===== src/rtl/md_sched.sv =====
// ---------------------------------------------------------------------------
// md_sched -- issue scheduler / sequencer for the shared multiply/divide unit
//
// E-stage mult/div/mthi/mtlo operations are pushed into a small in-order
// FIFO. The head is handed to the muldiv unit only when the unit can legally
// accept it:
//   * mult/div : one-cycle md_start pulse, then the sequencer sits in ARM for
//                the unit's one-cycle busy latency and in WAIT until busy drops.
//   * mthi/mtlo: one-cycle md_hilowe pulse, only while the unit is idle and the
//                sequencer is in IDLE. A direct write must never land while a
//                result is still being computed.
//   * opcodes 6/7 are popped silently and set the sticky err flag.
// hilo_stall tells the hazard unit to hold mfhi/mflo while any operation is
// queued, in flight, or the unit reports busy.
//
// Ports
//   clk, reset          clock, synchronous active-high reset
//   req_valid/req_ready push handshake from the E stage (ready = not full)
//   req_op              0 MULT, 1 MULTU, 2 DIV, 3 DIVU, 4 MTHI, 5 MTLO, 6/7 illegal
//   req_rs, req_rt      operands captured with the operation
//   md_start            one-cycle start pulse to the muldiv unit
//   md_hilowe           one-cycle HI/LO direct write
//   md_hilo_sel         0 = HI, 1 = LO (valid with md_hilowe)
//   md_aluop            operation code (valid with md_start, else 0)
//   md_rs, md_rt        head operands during an issue cycle, else 0
//   md_busy             busy flag from the muldiv unit
//   hilo_stall          mfhi/mflo must stall
//   err                 sticky illegal-op flag, cleared only by reset
// ---------------------------------------------------------------------------
module md_sched #(
    parameter int unsigned DEPTH    = 2,
    parameter logic [5:0]  ALU_MUL  = 6'd10,
    parameter logic [5:0]  ALU_MULU = 6'd11,
    parameter logic [5:0]  ALU_DIV  = 6'd12,
    parameter logic [5:0]  ALU_DIVU = 6'd13
) (
    input  logic        clk,
    input  logic        reset,
    input  logic        req_valid,
    input  logic [2:0]  req_op,
    input  logic [31:0] req_rs,
    input  logic [31:0] req_rt,
    output logic        req_ready,
    output logic        md_start,
    output logic        md_hilowe,
    output logic        md_hilo_sel,
    output logic [5:0]  md_aluop,
    output logic [31:0] md_rs,
    output logic [31:0] md_rt,
    input  logic        md_busy,
    output logic        hilo_stall,
    output logic        err
);

    localparam int unsigned PTR_W = (DEPTH > 1) ? $clog2(DEPTH) : 1;
    localparam int unsigned CNT_W = PTR_W + 1;
    localparam logic [CNT_W-1:0] CNT_FULL = CNT_W'(DEPTH);

    // Sequencer states (legacy-compatible encoding).
    localparam logic [1:0] ST_IDLE = 2'd0;
    localparam logic [1:0] ST_ARM  = 2'd1;
    localparam logic [1:0] ST_WAIT = 2'd2;

    localparam logic [2:0] OP_MULT  = 3'd0;
    localparam logic [2:0] OP_MULTU = 3'd1;
    localparam logic [2:0] OP_DIV   = 3'd2;
    localparam logic [2:0] OP_DIVU  = 3'd3;
    localparam logic [2:0] OP_MTHI  = 3'd4;
    localparam logic [2:0] OP_MTLO  = 3'd5;

    typedef struct packed {
        logic [2:0]  op;
        logic [31:0] rs;
        logic [31:0] rt;
    } entry_t;

    // -----------------------------------------------------------------------
    // State
    // -----------------------------------------------------------------------
    entry_t           mem_q [DEPTH];
    entry_t           mem_d [DEPTH];
    logic [PTR_W-1:0] wr_ptr_q, wr_ptr_d;
    logic [PTR_W-1:0] rd_ptr_q, rd_ptr_d;
    logic [CNT_W-1:0] count_q,  count_d;
    logic [1:0]       state_q,  state_d;
    logic             err_q,    err_d;

    // -----------------------------------------------------------------------
    // Head decode and issue decision
    // -----------------------------------------------------------------------
    entry_t head;
    logic   queue_empty;
    logic   queue_full;
    logic   push;
    logic   issue;
    logic   head_is_mul;
    logic   head_is_mt;
    logic   head_illegal;

    assign head = mem_q[rd_ptr_q];

    always_comb begin
        queue_empty  = (count_q == '0);
        queue_full   = (count_q == CNT_FULL);
        push         = req_valid && !queue_full;
        // Issue depends only on registered state and md_busy, never on req_*,
        // so a push into an empty queue is seen no earlier than the next cycle.
        // Gating with reset keeps the reset cycle itself pulse-free.
        issue        = !reset && (state_q == ST_IDLE) && !queue_empty && !md_busy;
        head_is_mul  = (head.op[2] == 1'b0);
        head_is_mt   = (head.op == OP_MTHI) || (head.op == OP_MTLO);
        head_illegal = (head.op[2:1] == 2'b11);
    end

    // -----------------------------------------------------------------------
    // Unit-facing outputs: zero outside issue cycles
    // -----------------------------------------------------------------------
    // NOTE: every output of a combinational block gets a default first, so no
    // path can leave it unassigned and infer a latch.
    always_comb begin
        md_start    = 1'b0;
        md_hilowe   = 1'b0;
        md_hilo_sel = 1'b0;
        md_aluop    = 6'd0;
        md_rs       = 32'd0;
        md_rt       = 32'd0;
        if (issue && head_is_mul) begin
            md_start = 1'b1;
            md_rs    = head.rs;
            md_rt    = head.rt;
            case (head.op)
                OP_MULT:  md_aluop = ALU_MUL;
                OP_MULTU: md_aluop = ALU_MULU;
                OP_DIV:   md_aluop = ALU_DIV;
                OP_DIVU:  md_aluop = ALU_DIVU;
                default:  md_aluop = 6'd0;
            endcase
        end else if (issue && head_is_mt) begin
            md_hilowe   = 1'b1;
            md_hilo_sel = (head.op == OP_MTLO);
            md_rs       = head.rs;
        end
    end

    assign req_ready  = !queue_full;
    assign hilo_stall = !queue_empty || (state_q != ST_IDLE) || md_busy;
    assign err        = err_q;

    // -----------------------------------------------------------------------
    // Next-state logic
    // -----------------------------------------------------------------------
    always_comb begin
        mem_d    = mem_q;
        wr_ptr_d = wr_ptr_q;
        rd_ptr_d = rd_ptr_q;
        count_d  = count_q;
        state_d  = state_q;
        err_d    = err_q;

        // Pointers wrap naturally because DEPTH is a power of two.
        if (push) begin
            mem_d[wr_ptr_q] = '{op: req_op, rs: req_rs, rt: req_rt};
            wr_ptr_d        = wr_ptr_q + PTR_W'(1);
        end
        if (issue) begin
            rd_ptr_d = rd_ptr_q + PTR_W'(1);
        end

        case ({push, issue})
            2'b10:   count_d = count_q + CNT_W'(1);
            2'b01:   count_d = count_q - CNT_W'(1);
            default: count_d = count_q;
        endcase

        case (state_q)
            ST_IDLE: if (issue && head_is_mul) state_d = ST_ARM;
            // Covers the unit's one-cycle delay before busy is visible.
            ST_ARM:  state_d = ST_WAIT;
            ST_WAIT: if (!md_busy) state_d = ST_IDLE;
            default: state_d = ST_IDLE;
        endcase

        if (issue && head_illegal) begin
            err_d = 1'b1;
        end
    end

    // -----------------------------------------------------------------------
    // Registers
    // -----------------------------------------------------------------------
    // NOTE: sequential state uses non-blocking assignments so every flop
    // samples the pre-edge value of every other flop.
    always_ff @(posedge clk) begin
        if (reset) begin
            wr_ptr_q <= '0;
            rd_ptr_q <= '0;
            count_q  <= '0;
            state_q  <= ST_IDLE;
            err_q    <= 1'b0;
        end else begin
            wr_ptr_q <= wr_ptr_d;
            rd_ptr_q <= rd_ptr_d;
            count_q  <= count_d;
            state_q  <= state_d;
            err_q    <= err_d;
        end
    end

    // NOTE: queue storage is deliberately not reset; an entry is only read
    // once count says it was written, and the outputs are zeroed otherwise.
    always_ff @(posedge clk) begin
        mem_q <= mem_d;
    end

endmodule


===== config.mk =====
export PLATFORM = sky130hd
export DESIGN_NAME = md_sched
export DESIGN_NICKNAME = d
export VERILOG_FILES = /design/src/rtl/md_sched.sv
export SDC_FILE = /design/constraint.sdc
export NUM_CORES = 1
export LEC_CHECK = 0
export CORE_MARGIN = 10
export CORE_UTILIZATION = 38
export CTS_CLUSTER_DIAMETER = 30
export DETAILED_ROUTE_END_ITERATION = 8
export PLACE_DENSITY = 0.62
export RECOVER_POWER = 25
export SETUP_SLACK_MARGIN = 0.15
export SLEW_MARGIN = 20
export SYNTH_ARGS = -nofsm -noshare
export SYNTH_HDL_FRONTEND = slang
export SYNTH_SLANG_ARGS = --single-unit

===== constraint.sdc =====
create_clock -name clk -period 5.3 [get_ports clk]
set_clock_uncertainty 0.1 [all_clocks]
set_input_delay 0.53 -clock clk [delete_from_list [all_inputs] [get_ports clk]]
set_output_delay 0.53 -clock clk [all_outputs]
set_load 0.03 [all_outputs]

# == Word-level counts from Yosys, hierarchy flattened ==
# Index checks and enable logic that the tools add are counted.
# word_totals
regBits,141
input_bits,71
out_inout_bits,76
word_cells,75
# op_classes
add_sub_neg,4
n_lt_le_gt_ge,3
eq_ne,13
mux,20
n_bitwise,3
n_reduce_logical,21
# op_table
cell,count
2-to-1 mux 67 bit,4
bitwise mux 134 bit,1
2-to-1 mux 32 bit,3
demux 67 bit (select 1 bit),1
one-hot mux 4 bit (4 select lines),1
"equality test 2 bit, second input constant",4
logical AND 1 bit,8
"equality test 3 x 2 -> 1 bit, second input constant",2
"equality test 3 bit, second input constant",2
one-hot mux 2 bit (3 select lines),1
2-to-1 mux 1 bit,5
"equality test 2 x 1 -> 1 bit, second input constant",2
"greater-or-equal comparator 2 bit, second input constant",2
zero test 1 bit,4
zero test 2 bit,2
2-to-1 mux 2 bit,2
2-to-1 mux 4 bit,1
NOT 1 -> 2 bit,2
one-hot mux 2 bit (2 select lines),1
nonzero test 2 bit,2
"equality test 3 x 1 -> 1 bit, second input constant",1
zero test 3 bit,1
logical OR 1 bit,3
"adder 1 bit, second input constant",2
other kinds (7),7

# == Depth between registers and ports, before layout ==
# Gate-level depths: netlist of run 1.
# depth
depth_word,9
mapped_depth,7
ltp_nobuf,7

# == Worst setup path before layout of run 1 ==
# OpenSTA, ideal clock, no wires.
# synth_timing
path_kind,reg-to-reg
start,register count_q[0]
end,"register mem_q[0] in the netlist's numbering, enable pin"
setup_ns,0.433
t_arrival_ns,2.457
required_time_ns,4.767
setup_slack_ns,2.310
stages_incl_launch_ff,3
n_path_buf,0
period_less_slack_ns,2.990
cell_sequence,dfxtp_1 > nand2b_1 > and3_1
# synth_between
elab_chain_len,3
# synth_rtl
element,line,source
"start, declared",84,"logic [CNT_W-1:0] count_q, count_d;"
"start signal, assigned",203,count_q <= count_d;
equality test 2 bit,104,queue_full = (count_q == CNT_FULL);
zero test 1 bit,n/a,
named net req_ready,43,"output logic req_ready,"
logical AND 1 bit,105,push = req_valid && !queue_full;
"end signal, assigned",212,mem_q <= mem_d;
"end, declared",80,entry_t mem_q [DEPTH];
# The timed path passes the listed nets, and every way through them passes these cells.
# A chain may end at the register's enable or synchronous reset.

# == Final worst setup path of run 1 ==
# layout_timing
start,register rd_ptr_q
end,output md_hilo_sel
# layout_between
elab_chain_len,9
elab_cells_between_ends,12
classes_between,eq/ne (2); mux (5); bitwise (2); reduce/logical (3)
# layout_rtl
element,line,source
"start, declared",83,"logic [PTR_W-1:0] rd_ptr_q, rd_ptr_d;"
"start signal, assigned",202,rd_ptr_q <= rd_ptr_d;
NOT 1 -> 2 bit (implied by the code) *,100,assign head = mem_q[rd_ptr_q];
2-to-1 mux 67 bit (implied by the code) * (3 in a row),100,
equality test 3 bit (on tied branches),"111, 140",
logical OR 1 bit,111,head_is_mt = (head.op == OP_MTHI) || (head.op == OP_MTLO);
logical AND 1 bit,138,end else if (issue && head_is_mt) begin
2-to-1 mux 1 bit,138,
2-to-1 mux 1 bit *,127,if (issue && head_is_mul) begin
"end, declared",46,"output logic md_hilo_sel,"
# Mark *: on every way between the ends. The rest lies on a longest branch, timed or not. The select of a mux whose other input is x is not followed.

==> results of run 1 <==
kinds of logic (layout without fill, tap and decap cells):
group           after synthesis  after routing  share of synthesized area
fa+ha+maj                     1              1                    0.00225
xor+xnor                      2              2                    0.00316
compound gates               10             10                     0.0119
simple gates                 85             85                     0.0757
mux                          67             67                      0.123
buf+inv                      25            182                     0.0329
flops                       141            141                      0.750
other cells                   1              7                   0.000675
stage by stage:
step                      hold slack, ns  cells   util  worst slack [ns]  power (mW)
final                              0.406    679  0.532              1.62        3.08
after global routing               0.433    677  0.531              1.34        3.22
after CTS                          0.413    674  0.531              1.53        3.13
after detailed placement           0.400    644  0.492              1.88        2.01
after global placement             0.388    644  0.492              1.92        2.01
after floorplan                    0.379    333      -              2.31        1.81
flip-flops by register name, indices dropped and copies added, names as in the netlist:
name / count
err: 1
mem_q: 134
rd_ptr_q: 1
state_q: 2
wr_ptr_q: 1
count_q: 2
per-layer routing:
metal | vias up | share of wire | track usage
li1 | 1559 | - | -
met1 | 1553 | 0.41 | 0.133
met2 | 110 | 0.47 | 0.199
met3 | 20 | 0.097 | 0.0712
met4 | 4 | 0.015 | 0.0495
met5 | - | 0.0012 | 0
path summary, 6_finish.rpt:
| check | startpoint | to | slack [ns] |
|---|---|---|---|
| max | rd_ptr_q | md_hilo_sel | 1.62 |
| min | err | err | 0.41 |
| max reg2reg | count_q[0] | mem_q[76] | 2.84 |
| min reg2reg | err | err | 0.41 |
power by group through the flow:
stage          Combinational [mW]  Sequential [mW]  Clock, mW
2_1_floorplan               0.403             1.41          0
3_3_place_gp                0.574             1.43          0
3_5_place_dp                0.577             1.44          0
4_1_cts                     0.581             1.41       1.14
5_1_grt                     0.605             1.43       1.19
6_report                    0.560             1.41       1.10
worst max-delay path, delay by kind of cell, from the launching register on:
kind | cells | cell delay, ns
buffers and inverters | 2 | 1.47
DFF | 1 | 0.67
and+or+nand+nor | 1 | 0.25
muxes | 1 | 0.23
cell usage after synthesis (2+ instances only):
| cell | instances |
|---|---|
| sky130_fd_sc_hd__nand2b_1 | 2 |
| sky130_fd_sc_hd__buf_6 | 6 |
| sky130_fd_sc_hd__mux2i_1 | 65 |
| sky130_fd_sc_hd__dfxtp_1 | 7 |
| sky130_fd_sc_hd__nor2_1 | 36 |
| sky130_fd_sc_hd__edfxtp_1 | 134 |
| sky130_fd_sc_hd__or3_1 | 2 |
| sky130_fd_sc_hd__nand3b_1 | 2 |
| sky130_fd_sc_hd__inv_1 | 6 |
| sky130_fd_sc_hd__a21oi_1 | 3 |
| sky130_fd_sc_hd__nor3_1 | 33 |
| sky130_fd_sc_hd__clkbuf_8 | 2 |
| sky130_fd_sc_hd__buf_2 | 7 |
| sky130_fd_sc_hd__buf_4 | 4 |
| sky130_fd_sc_hd__o21ai_0 | 2 |
| sky130_fd_sc_hd__nand2_1 | 3 |
area by class of cell:
| cell class | instances | area, um^2 | share of cell area |
|---|---|---|---|
| clock buffers | 18 | 429 | 0.0560 |
| inverters | 6 | 22.5 | 0.00294 |
| repair buffers | 146 | 1460 | 0.190 |
| well taps | 184 | 230 | 0.0300 |
| diodes | 5 | 12.5 | 0.00163 |
| flip-flops and latches | 141 | 4170 | 0.543 |
| clock inverters | 12 | 125 | 0.0163 |
| multi-input cells | 167 | 1220 | 0.160 |
==> flow_summary.rst, run 1 <==
.. list-table::
   :header-rows: 1

   * - Metric
     - Value
   * - Status
     - complete, no violations
   * - CTS tree
     - yes
   * - Cell area after placement
     - 7100 um^2
   * - Initial core utilization
     - 0.385
   * - Transition time at the pin with the least slew margin
     - ~0.96 ns
   * - Clock slew seen by the registers of the worst setup and hold paths
     - about 0.050 ns
   * - Final count of pins violating max slew
     - 0
   * - Internal power
     - 2.27 mW
   * - Crit path arrival time
     - 3.05 ns
   * - Leading area contributor after synthesis
     - sky130_fd_sc_hd__edfxtp_1
   * - Postcts setup bufs
     - 0
   * - DRC violation count after routing
     - 0
   * - Die Span X
     - 141 um
   * - Highest-count cells in the layout ignoring fill and taps
     - sky130_fd_sc_hd__edfxtp_1, sky130_fd_sc_hd__clkdlybuf4s50_1, sky130_fd_sc_hd__mux2i_1
   * - Core Area
     - 14400 um^2
   * - Net load switching power
     - 808 uW
   * - Finish-stage setup viols
     - 0
   * - Cts hold-fix bufs
     - 0
   * - Final global-route overflow total
     - 0
   * - Final antenna-violating net count
     - 0
   * - Part of the power in registers
     - 0.459
   * - Sequential cell area fraction in the yosys report
     - 0.750
   * - Synth warnings
     - 0
   * - Ys async rst share
     - 0
   * - Power per unit of standard cell area
     - 401 nW/um^2
   * - Lkg Pwr
     - 2.50 nW
   * - Max-Cap Viols
     - 0
   * - R2R cell count
     - 4
   * - Startpoint type of the worst setup path
     - flop
   * - Largest net degree at the start of global routing
     - 68
   * - IO Pins
     - 147
   * - Mean instance size in the synthesized netlist
     - about 17 um^2
   * - Number of distinct library cells after synthesis
     - 34
   * - Number of standard cells after synthesis
     - 332
   * - Chain of cells forming the critical path
     - buf_4 > mux2i_1 > nor4_1 > clkdlybuf4s50_1
   * - Slowest cell delay on critical path
     - 0.75 ns
   * - Most frequent standard cell in the layout excluding fill and tap cells
     - sky130_fd_sc_hd__edfxtp_1
   * - Root Buffer Master
     - sky130_fd_sc_hd__clkbuf_16
   * - Main synth FF type
     - sky130_fd_sc_hd__edfxtp_1
   * - Total via count after detailed routing
     - 3246
   * - Global-route wire length before repair
     - 19.0 mm
   * - Wire length per cell after detailed routing
     - 17.9 um
   * - Input/output buffers
     - ~140
   * - # fillers
     - 1190
   * - Clock period minus worst slack
     - 3.68 ns
   * - Post-Route WL
     - 12.2 mm
   * - Final cycle utilization of the critical path
     - 0.694
   * - Average vias per placed instance
     - 4.78
   * - DRC violation total after the first TritonRoute iteration
     - 171
   * - Clk network pwr share
     - 0.359
   * - Combinational power share
     - 0.182
   * - Biggest area contributors in the synthesized netlist
     - sky130_fd_sc_hd__edfxtp_1, sky130_fd_sc_hd__mux2i_1, sky130_fd_sc_hd__nor3_1
   * - Total count of hold-check failures in the final report
     - 0
   * - Total Nets Final
     - 551
   * - Capturing element type of the critical path
     - output pin
   * - Worst Hold Path Cells
     - 1
   * - Worst-case headroom to the max-slew limit
     - 0.361
   * - Layout overhead on the synthesized area
     - 38.1%
   * - RD Place Congestion
     - 0.772
   * - Class of the most critical hold timing path
     - flop to flop
   * - Total GRT Usage
     - 0.124
   * - Number of global-route vias before repair
     - 3586
   * - Required time worst endpoint
     - 4.67 ns
   * - Number of iterations in the first detailed-routing pass
     - 4
   * - Number of levels the H-tree was split into
     - 4
   * - Final instance area
     - about 7700 um^2
   * - Seq cells post-synth
     - 141
   * - Top-area cell type share of the netlist area
     - 0.725
   * - Clock sink count
     - 141
   * - Crit path max-delay cell type
     - sky130_fd_sc_hd__clkdlybuf4s50_1
   * - Number of antenna violations at the first check in global routing
     - 7
   * - Clock latency reported for the late side of the worst-skew pair
     - ~0.40 ns
   * - VDD IR max
     - 186 uV
   * - Count of flip-flops with a built-in enable after synthesis
     - ~130
   * - Standard-cell row count
     - 44
   * - Number of buffers added by the clock tree synthesis step
     - 17
   * - HPWL after DPL
     - between 7 and 8 mm
   * - Setup repair after global routing missed its margin
     - no
   * - Clock tree buffer depth
     - 2
   * - Maximum frequency from static timing analysis
     - 0.272 GHz
   * - Gates resized, CTS repair
     - 0
   * - Sum of negative setup slack
     - 0 ns
   * - Chip Height
     - approximately 140 um
   * - Share of post-route cells with drive strength above 1
     - 0.0816
   * - Netlist area before placement
     - 5550 um^2
   * - Crit path max fanout
     - 44
   * - Area of the die
     - 19800 um^2
   * - Switching Share
     - 0.263
   * - Class of the most critical setup path
     - flop to output pin
No activity file was read; power rests on OpenSTA's default activity.
==> inputs of run 2 (changes only) <==
Clock period 5.3 ns to 3.7 ns, I/O delays scaled along.
==> run 2 against run 1 <==
  * Final cell count is 0.74% higher
  * Flip-flop and latch count stayed put
  * Register-to-register slack worse by 1.2 ns
  * Clock-buffer cell count increased by 1
  * Via count increased by 0.28%
  * Utilization barely moved
  * First-iteration DRC count increased by 6.4%
  * Design area hardly changed
  * Non-clock buffer count is 2 higher
  * Clock power is 38% higher
  * Critical endpoint is now md_aluop[2]
  * Largest cell class unchanged
==> flow_summary.rst, run 2 (synthesis results as in run 1) <==
.. list-table::
   :header-rows: 1

   * - Metric
     - Value
   * - VDD IR max
     - 279 uV
   * - Postcts setup bufs
     - 0
   * - Area of the die
     - approximately 20000 um^2
   * - Number of levels the H-tree was split into
     - 4
   * - Busiest grt layer
     - met2
   * - Transition time at the pin with the least slew margin
     - 0.960 ns
   * - Number of global-route vias before repair
     - roughly 3700
   * - GRT met3 Usage
     - 0.0729
   * - Gates resized, CTS repair
     - 0
   * - Class of the most critical setup path
     - flop to output pin
   * - Total GRT Usage
     - 0.125
   * - Capturing element type of the critical path
     - output pin
   * - R2R Path End
     - count_q[1]
   * - Register with the most flip-flops
     - mem_q
   * - Critical path origin
     - rd_ptr_q
   * - Cts hold-fix bufs
     - 0
   * - Number of antenna violations at the first check in global routing
     - 6
   * - Wire length per cell after detailed routing
     - 17.9 um
   * - Clock period minus worst slack
     - 3.21 ns
   * - Capturing instance or port of the critical path
     - md_aluop[2]
   * - Flip-flop count of the largest register, all copies and words added
     - roughly 130
   * - Startpoint type of the worst setup path
     - flop
   * - Largest net degree at the start of global routing
     - between 60 and 70
   * - CTS tree
     - yes
   * - Highest-count cells in the layout ignoring fill and taps
     - sky130_fd_sc_hd__edfxtp_1, sky130_fd_sc_hd__clkdlybuf4s50_1, sky130_fd_sc_hd__mux2i_1
   * - Global-route wire length before repair
     - 19.4 mm
   * - Root Buffer Master
     - sky130_fd_sc_hd__clkbuf_16
   * - Total via count after detailed routing
     - 3255
   * - Clock sink count
     - 141
   * - Initial core utilization
     - 0.385
   * - Total instance count after detailed placement
     - 646
   * - Final Non-Filler Cells
     - roughly 700
   * - Die Span X
     - 141 um
   * - Final count of pins violating max slew
     - 0
   * - Startpoint of the most critical register-to-register path
     - count_q[0]
   * - Crit path arrival time
     - 2.74 ns
   * - IO Pins
     - around 150
   * - Sum of negative setup slack
     - 0 ns
   * - Worst R2R Setup Slack
     - between 1.5 and 2 ns
   * - Clock slew seen by the registers of the worst setup and hold paths
     - 0.05 ns
   * - Total count of hold-check failures in the final report
     - 0
   * - Total Nets Final
     - roughly 550
   * - Worst-case headroom to the max-slew limit
     - 0.357
   * - Max-Cap Viols
     - 0
   * - Registers with the most flip-flops
     - mem_q (134), count_q (2), state_q (2)
   * - Chip Height
     - between 100 and 150 um
   * - Input/output buffers
     - about 140
   * - Final antenna-violating net count
     - 0
   * - Core Area
     - ~14000 um^2
   * - # fillers
     - 1220
   * - Number of iterations in the first detailed-routing pass
     - 4
   * - Clock latency reported for the late side of the worst-skew pair
     - 0.41 ns
   * - Number of buffers added by the clock tree synthesis step
     - 17
   * - Clock tree buffer depth
     - 2
   * - Met1 Use GR
     - 0.137
   * - RD Place Congestion
     - 0.754
   * - HPWL after DPL
     - 8.15 mm
   * - DRC violation total after the first TritonRoute iteration
     - between 150 and 200
   * - Status
     - complete, no violations
   * - Layout overhead on the synthesized area
     - 38.1%
   * - Standard-cell row count
     - 44
   * - DRC violation count after routing
     - 0
   * - Crit path max fanout
     - 37
   * - Required time worst endpoint
     - 3.23 ns
   * - Finish-stage setup viols
     - 0
   * - Average vias per placed instance
     - 4.76
   * - Setup repair after global routing missed its margin
     - no
   * - Maximum frequency from static timing analysis
     - 0.312 GHz
   * - Class of the most critical hold timing path
     - flop to flop
   * - Final global-route overflow total
     - 0
   * - Post-Route WL
     - 12.3 mm
   * - Most frequent standard cell in the layout excluding fill and tap cells
     - sky130_fd_sc_hd__edfxtp_1
   * - Lkg Pwr
     - 2.51 nW
   * - Final cycle utilization of the critical path
     - 0.867
   * - R2R cell count
     - 6
   * - Grt met2 use
     - 0.198
   * - Share of post-route cells with drive strength above 1
     - 0.0830
   * - Power per unit of standard cell area
     - 568 nW/um^2
[run 2: per-layer routing]
layer,vias to the layer above,wire (um),part of all wire
met5,-,0,0
met2,115,5800,0.47
met4,0,107,0.0087
li1,1565,-,-
met1,1563,5120,0.42
met3,12,1230,0.10
[run 2: layout make-up]
cell class                      instances  area [um^2]  area share
Clock inverter                         13          101      0.0132
Timing Repair Buffer                  148         1470       0.192
Tap cell                              184          230      0.0300
Antenna cell                            6         15.0     0.00196
Inverter                                6         22.5     0.00294
Multi-Input combinational cell        167         1220       0.160
Clock buffer                           19          433      0.0565
Sequential cell                       141         4170       0.544
[run 2: how the worst min path moves through the flow]
stage,startpoint,endpoint,slack (ns),cells past startpoint
6_report,err,err,0.40,1
5_1_grt,err,err,0.43,1
4_1_cts,err,err,0.41,1
3_5_place_dp,err,err,0.39,1
3_3_place_gp,err,err,0.38,1
2_1_floorplan,reset,count_q[1],0.34,1
[run 2: where the power goes]
| part | total (mW) | switching, mW | internal (mW) | leakage (nW) |
|---|---|---|---|---|
| Sequential | 2.01 | 0.0739 | 1.94 | 1.31 |
| Combinational | 0.816 | 0.480 | 0.336 | 0.954 |
| Clock | 1.52 | 0.613 | 0.911 | 0.245 |
| Total | 4.35 | 1.17 | 3.19 | 2.51 |
[run 2: through the flow]
step	hold WS (ns)	setup WS [ns]	power [mW]	utilization	cell area, um^2
after floorplan	0.339	0.710	2.59	-	5560
after global placement	0.385	0.645	2.88	0.493	7120
after detailed placement	0.389	0.572	2.89	0.493	7120
after CTS	0.413	0.391	4.42	0.530	7650
after global routing	0.427	0.287	4.53	0.531	7660
final	0.401	0.493	4.35	0.531	7670
[run 2: critical path: stages, from the launching register on]
cell and delay [ns]:
sky130_fd_sc_hd__dfxtp_4 0.58, sky130_fd_sc_hd__mux2i_4 0.37, sky130_fd_sc_hd__nand3_4 0.38, sky130_fd_sc_hd__inv_1 0.17, sky130_fd_sc_hd__and2_1 0.14, sky130_fd_sc_hd__clkdlybuf4s50_1 0.67
==> inputs of run 3 (changes only) <==
Settings changed: CTS_BUF_LIST set to sky130_fd_sc_hd__clkbuf_2 sky130_fd_sc_hd__clkbuf_4 sky130_fd_sc_hd__clkbuf_8, CTS_CLUSTER_SIZE set to 25.
==> run 3 against run 2 <==
  * Critical path depth is the same
  * Design area shrank 2.4%
  * Power shrank 10%
  * Sequential share of layout area grew 1.3 points
  * Utilization shrank 1.3 points
  * First-iteration DRC count shrank 4.4%
  * Flip-flop and latch count is the same
  * Clock power shrank 28%
  * Die area is the same
  * Setup slack lost 0.033 ns
  * Largest cell class unchanged
  * Highest routed layer unchanged
==> flow_summary.rst, run 3 (synthesis results as in run 1) <==
.. list-table::
   :header-rows: 1

   * - Metric
     - Value
   * - Chip Height
     - 141 um
   * - Min-Delay Startpoint
     - err
   * - DRC violation total after the first TritonRoute iteration
     - 174
   * - Share of post-route cells with drive strength above 1
     - 0.0870
   * - Clock period minus worst slack
     - approximately 3.2 ns
   * - IO Pins
     - ~150
   * - Crit path arrival time
     - 2.77 ns
   * - R2R cell count
     - 6
   * - Cts hold-fix bufs
     - 0
   * - Min Hold Slack
     - 0.406 ns
   * - CTS tree
     - yes
   * - Area of the die
     - slightly below 20000 um^2
   * - Most frequent standard cell in the layout excluding fill and tap cells
     - sky130_fd_sc_hd__edfxtp_1
   * - Flip-flop count of the largest register, all copies and words added
     - 134
   * - Critical path origin
     - rd_ptr_q
   * - Startpoint of the most critical register-to-register path
     - count_q[0]
   * - Postcts setup bufs
     - 0
   * - Capturing instance or port of the critical path
     - md_aluop[2]
   * - RD Place Congestion
     - 0.754
   * - Required time worst endpoint
     - 3.23 ns
   * - Input/output buffers
     - 144
   * - Layout overhead on the synthesized area
     - 34.8%
   * - Maximum frequency from static timing analysis
     - 0.309 GHz
   * - Status
     - complete, no violations
   * - Number of buffers added by the clock tree synthesis step
     - 17
   * - Transition time at the pin with the least slew margin
     - 0.990 ns
   * - Startpoint type of the worst setup path
     - flop
   * - VDD IR max
     - about 240 uV
   * - Final cycle utilization of the critical path
     - 0.876
   * - Standard-cell row count
     - between 40 and 50
   * - Class of the most critical hold timing path
     - flop to flop
   * - Registers with the most flip-flops
     - mem_q (134), count_q (2), state_q (2)
   * - Final count of pins violating max slew
     - 0
   * - Worst-case headroom to the max-slew limit
     - 0.337
   * - Final antenna-violating net count
     - 0
   * - Number of antenna violations at the first check in global routing
     - 6
   * - Lkg Pwr
     - 2.43 nW
   * - Number of global-route vias before repair
     - around 3700
   * - Largest net degree at the start of global routing
     - ~70
   * - Clock tree buffer depth
     - 2
   * - Highest-count cells in the layout ignoring fill and taps
     - sky130_fd_sc_hd__edfxtp_1, sky130_fd_sc_hd__clkdlybuf4s50_1, sky130_fd_sc_hd__mux2i_1
   * - Finish-stage setup viols
     - 0
   * - Initial core utilization
     - 0.385
   * - Average vias per placed instance
     - 4.72
   * - Power per unit of standard cell area
     - around 520 nW/um^2
   * - Capturing element type of the critical path
     - output pin
   * - Wire length per cell after detailed routing
     - 17.9 um
   * - Die Span X
     - roughly 140 um
   * - DRC violation count after routing
     - 0
   * - Root Buffer Master
     - sky130_fd_sc_hd__clkbuf_8
   * - Sum of negative setup slack
     - 0 ns
   * - Core Area
     - 14400 um^2
   * - Crit path max fanout
     - 37
   * - HPWL after DPL
     - between 8 and 9 mm
   * - Clock sink count
     - 141
   * - Clock slew seen by the registers of the worst setup and hold paths
     - 0.07 ns
   * - Number of iterations in the first detailed-routing pass
     - 4
   * - Final global-route overflow total
     - 0
   * - Worst R2R Setup Slack
     - 1.61 ns
   * - Post-Route WL
     - 12.2 mm
   * - Gates resized, CTS repair
     - 0
   * - Class of the most critical setup path
     - flop to output pin
   * - Register with the most flip-flops
     - mem_q
   * - Setup repair after global routing missed its margin
     - no
   * - Clock latency reported for the late side of the worst-skew pair
     - between 0.4 and 0.5 ns
   * - Total count of hold-check failures in the final report
     - 0
   * - Number of levels the H-tree was split into
     - 4
   * - Total via count after detailed routing
     - 3230
   * - Total GRT Usage
     - 0.125
   * - Max-Cap Viols
     - 0
   * - Global-route wire length before repair
     - 19.4 mm
   * - R2R Path End
     - count_q[1]
   * - Total Nets Final
     - approximately 550
run 3: changes by cell type in the layout (fill, tap and decap cells not counted):
cell / previous run / this run
sky130_fd_sc_hd__clkbuf_1: 2 / 0
sky130_fd_sc_hd__clkbuf_8: 0 / 17
sky130_fd_sc_hd__clkbuf_16: 17 / 0
sky130_fd_sc_hd__clkbuf_4: 0 / 2
run 3: area by class of cell:
cell class                      count  area (um^2)
Clock buffer                       19          249
Timing Repair Buffer              148         1470
Antenna cell                        6         15.0
Clock inverter                     13          101
Sequential cell                   141         4170
Tap cell                          184          230
Fill cell                        1247         6940
Multi-Input combinational cell    167         1220
Inverter                            6         22.5
run 3: power breakdown:
part           switching (mW)  total, mW  internal (mW)  leakage (nW)
Sequential             0.0740       2.01           1.94          1.31
Clock                   0.557       1.09          0.533         0.165
Combinational           0.480      0.817          0.336         0.954
run 3: metrics by stage:
step                      utilization  power (mW)  setup slack [ns]  std cells  area (um^2)
after floorplan                     -        2.59             0.710        333         5560
after global placement          0.493        2.88             0.645        646         7120
after detailed placement        0.493        2.89             0.572        646         7120
after CTS                       0.518        3.98             0.345        678         7470
after global routing            0.518        4.10             0.245        681         7470
final                           0.519        3.92             0.460        684         7480
run 3: critical path, cell delays in order, from the launching register on:
cell and delay (ns):
sky130_fd_sc_hd__dfxtp_4 0.59, sky130_fd_sc_hd__mux2i_4 0.37, sky130_fd_sc_hd__nand3_4 0.38, sky130_fd_sc_hd__inv_1 0.17, sky130_fd_sc_hd__and2_1 0.14, sky130_fd_sc_hd__clkdlybuf4s50_1 0.67
run 3: worst min path at each step:
stage / endpoint / slack (ns) / cells after the start
finish: err / 0.41 / 1
global placement: err / 0.38 / 1
floorplan: count_q[1] / 0.34 / 1
global route: mem_q[71] / 0.42 / 1
CTS: mem_q[82] / 0.37 / 1
detailed placement: err / 0.39 / 1
run 3: layer usage:
| metal | GRT usage | routed length [um] | share of wire |
|---|---|---|---|
| met5 | 0 | 0 | 0 |
| met4 | 0.0457 | 119 | 0.0097 |
| met3 | 0.0699 | 1210 | 0.099 |
| met2 | 0.199 | 5840 | 0.48 |
| met1 | 0.136 | 5080 | 0.41 |
